--- config.mk ---
export PLATFORM = sky130hd
export DESIGN_NAME = orpsoc_rst_seq
export DESIGN_NICKNAME = d
export VERILOG_FILES = /design/src/rtl/orpsoc_rst_seq.sv
export SDC_FILE = /design/constraint.sdc
export NUM_CORES = 1
export LEC_CHECK = 0
export CORE_MARGIN = 10
export CORE_UTILIZATION = 50
export DETAILED_ROUTE_END_ITERATION = 8
export GPL_TIMING_DRIVEN = 0
export PLACE_DENSITY_LB_ADDON = 0.05
export SYNTH_ARGS = -nofsm -noshare
export SYNTH_HDL_FRONTEND = slang
export SYNTH_SLANG_ARGS = --single-unit
--- constraint.sdc ---
create_clock -name sys_clk_pad_i -period 1.3 [get_ports sys_clk_pad_i]
set_input_delay 0.26 -clock sys_clk_pad_i [delete_from_list [all_inputs] [get_ports sys_clk_pad_i]]
set_output_delay 0.26 -clock sys_clk_pad_i [all_outputs]
set_load 0.01 [all_outputs]
--- src/rtl/orpsoc_rst_seq.sv ---
// Board reset sequencer: synchronises pad reset release, holds all domains,
// then releases N_OUT reset domains in index order; supports soft restart.
module orpsoc_rst_seq #(
    parameter int N_OUT          = 3,
    parameter int HOLD_CYCLES    = 16,
    parameter int STAGGER_CYCLES = 4,
    parameter int SYNC_STAGES    = 2
) (
    input  logic             sys_clk_pad_i,
    input  logic             rst_n_pad_i,
    input  logic             soft_rst_req_i,
    output logic [N_OUT-1:0] rst_o,
    output logic             rst_done_o,
    output logic [1:0]       rst_cause_o
);

    localparam int MAX_CNT = (HOLD_CYCLES > STAGGER_CYCLES) ? HOLD_CYCLES : STAGGER_CYCLES;
    localparam int CW      = $clog2(MAX_CNT + 1);
    localparam logic [CW-1:0] HOLD_LAST = CW'(HOLD_CYCLES - 1);
    localparam logic [CW-1:0] STAG_LAST = CW'((STAGGER_CYCLES > 0) ? STAGGER_CYCLES - 1 : 0);
    localparam bit ALL_AT_ONCE = (N_OUT == 1) || (STAGGER_CYCLES == 0);

    typedef enum logic [1:0] {
        ST_HOLD,
        ST_RELEASE,
        ST_DONE
    } state_t;

    logic [SYNC_STAGES-1:0] sync_q;
    logic                   rst_sync_n;

    state_t           state_q;
    logic [CW-1:0]    cnt_q;
    logic             soft_q;
    logic             soft_prev_q;
    logic [N_OUT-1:0] rst_q;
    logic             done_q;
    logic [1:0]       cause_q;

    logic             soft_edge;
    logic [N_OUT-1:0] rst_next_d;

    // Asserts asynchronously, deasserts only after SYNC_STAGES clean edges.
    always_ff @(posedge sys_clk_pad_i or negedge rst_n_pad_i) begin
        if (!rst_n_pad_i) begin
            sync_q <= '0;
        end else begin
            sync_q <= {sync_q[SYNC_STAGES-2:0], 1'b1};
        end
    end

    assign rst_sync_n = sync_q[SYNC_STAGES-1];

    assign soft_edge = soft_q & ~soft_prev_q;
    // Released bits always form a contiguous low run, so one left shift frees the next domain.
    assign rst_next_d = rst_q << 1;

    always_ff @(posedge sys_clk_pad_i or negedge rst_sync_n) begin
        if (!rst_sync_n) begin
            state_q     <= ST_HOLD;
            cnt_q       <= '0;
            soft_q      <= 1'b0;
            soft_prev_q <= 1'b0;
            rst_q       <= '1;
            done_q      <= 1'b0;
            cause_q     <= 2'b01;
        end else begin
            soft_q      <= soft_rst_req_i;
            soft_prev_q <= soft_q;
            if (soft_edge) begin
                state_q <= ST_HOLD;
                cnt_q   <= '0;
                rst_q   <= '1;
                done_q  <= 1'b0;
                cause_q <= 2'b10;
            end else begin
                case (state_q)
                    ST_HOLD: begin
                        if (cnt_q == HOLD_LAST) begin
                            cnt_q <= '0;
                            if (ALL_AT_ONCE) begin
                                rst_q   <= '0;
                                done_q  <= 1'b1;
                                state_q <= ST_DONE;
                            end else begin
                                rst_q   <= rst_next_d;
                                state_q <= ST_RELEASE;
                            end
                        end else begin
                            cnt_q <= cnt_q + 1'b1;
                        end
                    end
                    ST_RELEASE: begin
                        if (cnt_q == STAG_LAST) begin
                            cnt_q <= '0;
                            rst_q <= rst_next_d;
                            if (rst_next_d == '0) begin
                                done_q  <= 1'b1;
                                state_q <= ST_DONE;
                            end
                        end else begin
                            cnt_q <= cnt_q + 1'b1;
                        end
                    end
                    default: begin
                        rst_q  <= '0;
                        done_q <= 1'b1;
                    end
                endcase
            end
        end
    end

    assign rst_o       = rst_q;
    assign rst_done_o  = done_q;
    assign rst_cause_o = cause_q;

endmodule
== Yosys cells after proc, flatten, opt, wreduce, memory -nomap -nowiden ==
Cells that the tools add are included.

* Register bits: 17
* Bits of input ports: 3
* Output and inout bits: 6
* Word-level logic and storage cells: 41

* Add/sub/neg operators: 1
* Equality and inequality tests: 7
* Muxes and demuxes: 17
* Bitwise gates (word level): 2
* Reductions and logical operators: 6

{| class="wikitable"
|+ Operators by type and width
! kind !! count
|-
| 5-bit two-way mux || 3
|-
| 5-bit case mux with 2 select lines || 1
|-
| 3-bit two-way mux || 3
|-
| 3-bit != test (second input constant) || 3
|-
| 2-bit two-way mux || 4
|-
| 3-bit case mux with 2 select lines || 1
|-
| 5-bit by 1-bit adder with 5-bit output (second input constant) || 1
|-
| 5-bit by 2-bit equality test with 1-bit output (second input constant) || 1
|-
| 5-bit by 4-bit equality test with 1-bit output (second input constant) || 1
|-
| 2-bit case mux with 2 select lines || 1
|-
| 4-bit AND reduction || 1
|-
| 3-bit logical NOT || 1
|-
| 1-bit two-way mux || 3
|-
| 3-bit AND reduction || 1
|-
| 3-bit nonzero test || 1
|-
| 2-bit by 1-bit equality test with 1-bit output (second input constant) || 1
|-
| 2-bit logical NOT || 1
|-
| 2-bit != test (second input constant) || 1
|-
| 1-bit case mux with 2 select lines || 1
|-
| 2-bit AND reduction || 1
|-
| 1-bit bitwise AND || 1
|-
| 1-bit inverter || 1
|}

== Logic depth before layout (Yosys ltp) ==
Gate-level depths: netlist (run 1).

* Depth after elaboration: 5
* Gate-level depth with buffers: 7
* Depth with buffers taken out: 7

== Worst setup path after synthesis (run 1) ==
No wires, ideal clock.

* Path kind: register to register
* Start point: register cnt_q[0]
* End point: register state_q[1]
* Setup time: 0.073 ns
* Data arrival time: 1.745 ns
* Required time: 1.227 ns
* Path slack: -0.518 ns
* Stages on the path, launching flop included: 6
* Buffers on the path: 1
* Clock period less this slack: 1.818 ns
* Cell sequence: dfrtp_1 ha_1 or4b_1 buf_6 or4b_4 a21oi_2

* Longest elaborated chain between the ends: 3
* Elaborated cells between the ends (all ways): 5
* Classes of those cells: eq/ne (4); reduce/logical (1)

{| class="wikitable"
|+ Ends and longest elaborated chain
! item !! line !! source
|-
| start, declared || 33 || <nowiki>logic [CW-1:0] cnt_q;</nowiki>
|-
| start signal, assigned || 90 || <nowiki>cnt_q <= cnt_q + 1'b1;</nowiki>
|-
| start signal, assigned || 102 || <nowiki>cnt_q <= cnt_q + 1'b1;</nowiki>
|-
| 5-bit by 2-bit equality test with 1-bit output / 5-bit by 4-bit equality test with 1-bit output (equally long branches) || 94, 79 ||
|-
| 3-bit != test (no line) || - ||
|-
| 4-bit AND reduction (no line) * || - ||
|-
| end signal, assigned || 84 || <nowiki>state_q <= ST_DONE;</nowiki>
|-
| end signal, assigned || 87 || <nowiki>state_q <= ST_RELEASE;</nowiki>
|-
| end signal, assigned || 99 || <nowiki>state_q <= ST_DONE;</nowiki>
|-
| end, declared || 32 || <nowiki>state_t state_q;</nowiki>
|}

Mark *: on every way between the ends. The rest lies on a longest branch, timed or not.
A chain may end at the register's enable or synchronous reset.

== Worst setup path after layout (run 1) ==
* Start point: register cnt_q[0]
* End point: register done_q (netlist: rst_done_o)

* Longest elaborated chain between the ends: 3

{| class="wikitable"
|+ Ends and longest elaborated chain
! item !! line !! source
|-
| 5-bit by 2-bit equality test with 1-bit output || 94 || <nowiki>if (cnt_q == STAG_LAST) begin</nowiki>
|-
| 3-bit != test (no line) || - ||
|-
| 3-bit AND reduction (no line) || - ||
|-
| end signal, assigned || 83 || <nowiki>done_q <= 1'b1;</nowiki>
|-
| end signal, assigned || 98 || <nowiki>done_q <= 1'b1;</nowiki>
|-
| end signal, assigned || 107 || <nowiki>done_q <= 1'b1;</nowiki>
|-
| end, declared || 37 || <nowiki>logic done_q;</nowiki>
|}

Every way passes these cells.

==> impl_metrics.yaml, run 1 <==
status:
  outcome: "finished with violations"
  violations: "negative setup slack"
logic_synthesis:
  synth_fp_nets: 82
  synth_ff_type: "dfrtp_1"
  ys_warn_count: 0
  yosys_register_bits: 17
  synthTopCellsByCount: "dfrtp_1, nand3_1, inv_1"
  postSynth.asyncResetShare: 1.00
  synth_cell_types: 26
  netlist.area_leader.share: 0.405
  synth_edf_count: 0
  synth_area_leaders: "dfrtp_1, dfstp_2, ha_1, nand3_1, nand2b_1"
  avgSynthCellArea_um2: 10.6
  synth_cells: 76
  syn_area_um2: 803
  yosysTopAreaCell: "dfrtp_1"
  synth.most_common_cell: "dfrtp_1"
  ys_seq_area_frac: 0.536
clocking:
  cts.sinks: 17
  clock_latency_ns: 0.28
  cts_hold_buf: 0
  cts_tree: "yes"
  htreeDepth: 1
  cts_root_buffer: "clkbuf_4"
  clk_pin_slew_worst_paths_ns: 0.10
  cts_buffers: 3
  clock_path_buffers: 2
timing:
  setup_viol: 11
  worst_pin_slew_ns: 0.587
  grt_setup_unrepaired: "true"
  fin_crit_sh: 1.35
  report.final.slew_viol_count: 0
  max_freq_mhz: 568
  finalSetupTns_ns: -3.78
  fin_skew_ns: 0.00115
  setup_ws_ns: -0.459
  max_slew_margin: 0.608
  hold_viol: 0
  period_needed_ns: 1.76
drt:
  wl_mm: 1.69
  via_per_inst: 5.90
  first_pass_iters: 4
  final_antenna_net_count: 0
  num_vias: 661
  drcViolationCount: 0
  post_drt_wl_per_cell_um: 15.1
  first_iter_violations: 11
setup_path:
  crit_fanout: 4
  endpoint_kind: "flip-flop"
  max_stage_delay_ns: 0.52
  path_delay_family: "simple AND/OR/NAND/NOR gates"
  required_ns: 1.52
  critical_path_class: "reg2reg"
  path_common_cell: "or4b_4"
  start_kind: "flip-flop"
  crit_arrival_ns: 1.98
  cpMaxStageDelayCell: "or4b_4"
  path_buf_inv: 0
  path_cells: "ha_2, or4b_4, or4b_4, a21oi_2"
place:
  gp_congestion: 0.788
  dp_hpwl_mm: 1.09
  io_buffer_count: 8
  place_ws_ns: -0.590
global_route:
  grt_antenna_before_repair: 0
  first_global_vias: 703
  grt_max_degree: 16
  grt_pass1_wl_mm: 3.07
  grt-ovfl-total: 0
  track_usage: 0.111
cells_and_area:
  drive_gt1_frac: 0.427
  ff_latch_area_um2: 430
  nets: 103
  multi_input_area_um2: 435
  fill_cells: 110
  n_antenna_cell: 0
  area.growth.synth_to_final_pct: 34.9
die:
  io_pins: 9
  core_um2: 1510
  die_y_um: 60.1
  die_w_um: 60.1
  row_count: 14
  design.die.area_um2: 3610
  start_util: 0.533
power:
  vdd_drop_max_v: 0.000787
  cellLeakagePower_uw: 0.000483
  power_density_nw_per_um2: 1420
flow_run:
  maxCapViolCount: 0
worst_hold_path:
  min_path_type: "in2async"
==> registers in the layout (all words and copies together), names as in the netlist <==
name	cells
cnt_q	5
rst_cause_o	2
rst_done_o	1
rst_o	3
soft_prev_q	1
soft_q	1
state_q	2
sync_q	2
==> area by class of cell <==
cell class / instances / area share
Inverter: 6 / 0.0208
Multi-Input combinational cell: 50 / 0.402
Sequential cell: 17 / 0.397
Tap cell: 16 / 0.0185
Clock buffer: 3 / 0.0208
Clock inverter: 1 / 0.00462
Timing Repair Buffer: 19 / 0.136
==> cells in the final DEF (no fill, tap or decap), drive strengths merged <==
cell	Yosys	layout
buf	1	15
dfrtp	13	13
nand3	7	7
inv	6	6
a21oi	5	5
o21ai	5	5
nand2b	4	4
dfstp	4	4
a31oi	3	3
clkbuf	2	3
nor2	3	3
nor2b	3	3
nor3	3	3
a211oi	3	3
ha	3	3
or4b	2	2
a2111o	2	2
clkdlybuf4s50	0	2
dlygate4sd2	0	2
and2	1	1
mux2i	1	1
nand3b	1	1
o211a	1	1
nor4	1	1
nand2	1	1
clkinv	0	1
conb	1	1
==> kinds of logic (layout without fill, tap and decap cells) <==
group	count (synthesis)	count (layout)	synth area share
compound gates	19	19	0.159
fa+ha+maj	3	3	0.0467
buf+inv	9	29	0.0514
flops	17	17	0.536
mux	1	1	0.0125
other cells	1	1	0.00467
simple gates	26	26	0.190
==> routing by layer <==
metal  up-vias  GRT usage  share of wire
li1        313          -              -
met1       336      0.139           0.47
met2        10      0.165           0.48
met3         2     0.0360          0.033
met4         0     0.0577         0.0095
met5         -          0              0
==> worst reg2reg max path: stages, from the launching register on <==
cell,delay [ns]
dfrtp_1,0.37
ha_2,0.18
or4b_4,0.50
or4b_4,0.52
a21oi_2,0.13
==> where the power goes <==
| group | switching [uW] | internal (uW) |
|---|---|---|
| clock network | 160 | 114 |
| logic | 273 | 289 |
| registers | 76.1 | 628 |
| total | 510 | 1030 |
==> worst paths after layout <==
| path | cells after the start | from | to | slack, ns |
|---|---|---|---|---|
| setup / recovery | 4 | cnt_q[0] | rst_done_o | -0.46 |
| hold / removal | 1 | rst_n_pad_i | sync_q[0] | 0.12 |
| setup reg to reg | 4 | cnt_q[0] | rst_done_o | -0.46 |
| hold reg to reg | 0 | sync_q[1] | state_q[0] | 0.24 |
| max in group asynchronous | 0 | sync_q[1] | rst_o[0] | 0.69 |
| min in group sys_clk_pad_i | 0 | sync_q[0] | sync_q[1] | 0.37 |
==> stage by stage <==
step | total power, uW | area [um^2] | utilization | std cells | hold WS, ns
finish | 1540 | 1080 | 0.719 | 112 | 0.121
global route | 1660 | 1080 | 0.719 | 112 | 0.0972
CTS | 1460 | 1040 | 0.692 | 111 | 0.117
detailed placement | 1060 | 913 | 0.606 | 100 | 0.259
global placement | 1050 | 913 | 0.606 | 100 | 0.253
floorplan | 934 | 813 | - | 76 | -0.0356
==> repair_timing <==
item / 4_1_cts / 5_1_grt
setup endpoints to repair: 17 / 11
pin swaps: 3 / 6
setup buffers: 9 / 2
resized for setup: 33 / 8
(Power assumes the default switching activity.)
==> run 2: changes to the inputs <==
--- a/config.mk
+++ b/config.mk
@@ -5,8 +5,10 @@
 export SDC_FILE = /design/constraint.sdc
 export NUM_CORES = 1
 export LEC_CHECK = 0
+export ABC_CLOCK_PERIOD_IN_PS = 1300
 export CORE_MARGIN = 10
 export CORE_UTILIZATION = 50
+export CTS_CLUSTER_DIAMETER = 120
 export DETAILED_ROUTE_END_ITERATION = 8
 export GPL_TIMING_DRIVEN = 0
 export PLACE_DENSITY_LB_ADDON = 0.05
==> results of run 2 <==
No change in the layout: final DEF, timing and power equal those of run 1.
==> run 3: changes to the inputs <==
--- a/config.mk
+++ b/config.mk
@@ -12,6 +12,7 @@
 export DETAILED_ROUTE_END_ITERATION = 8
 export GPL_TIMING_DRIVEN = 0
 export PLACE_DENSITY_LB_ADDON = 0.05
+export SLEW_MARGIN = 20
 export SYNTH_ARGS = -nofsm -noshare
 export SYNTH_HDL_FRONTEND = slang
 export SYNTH_SLANG_ARGS = --single-unit
==> results of run 3 <==
No change in the layout: final DEF, timing and power equal those of run 1.
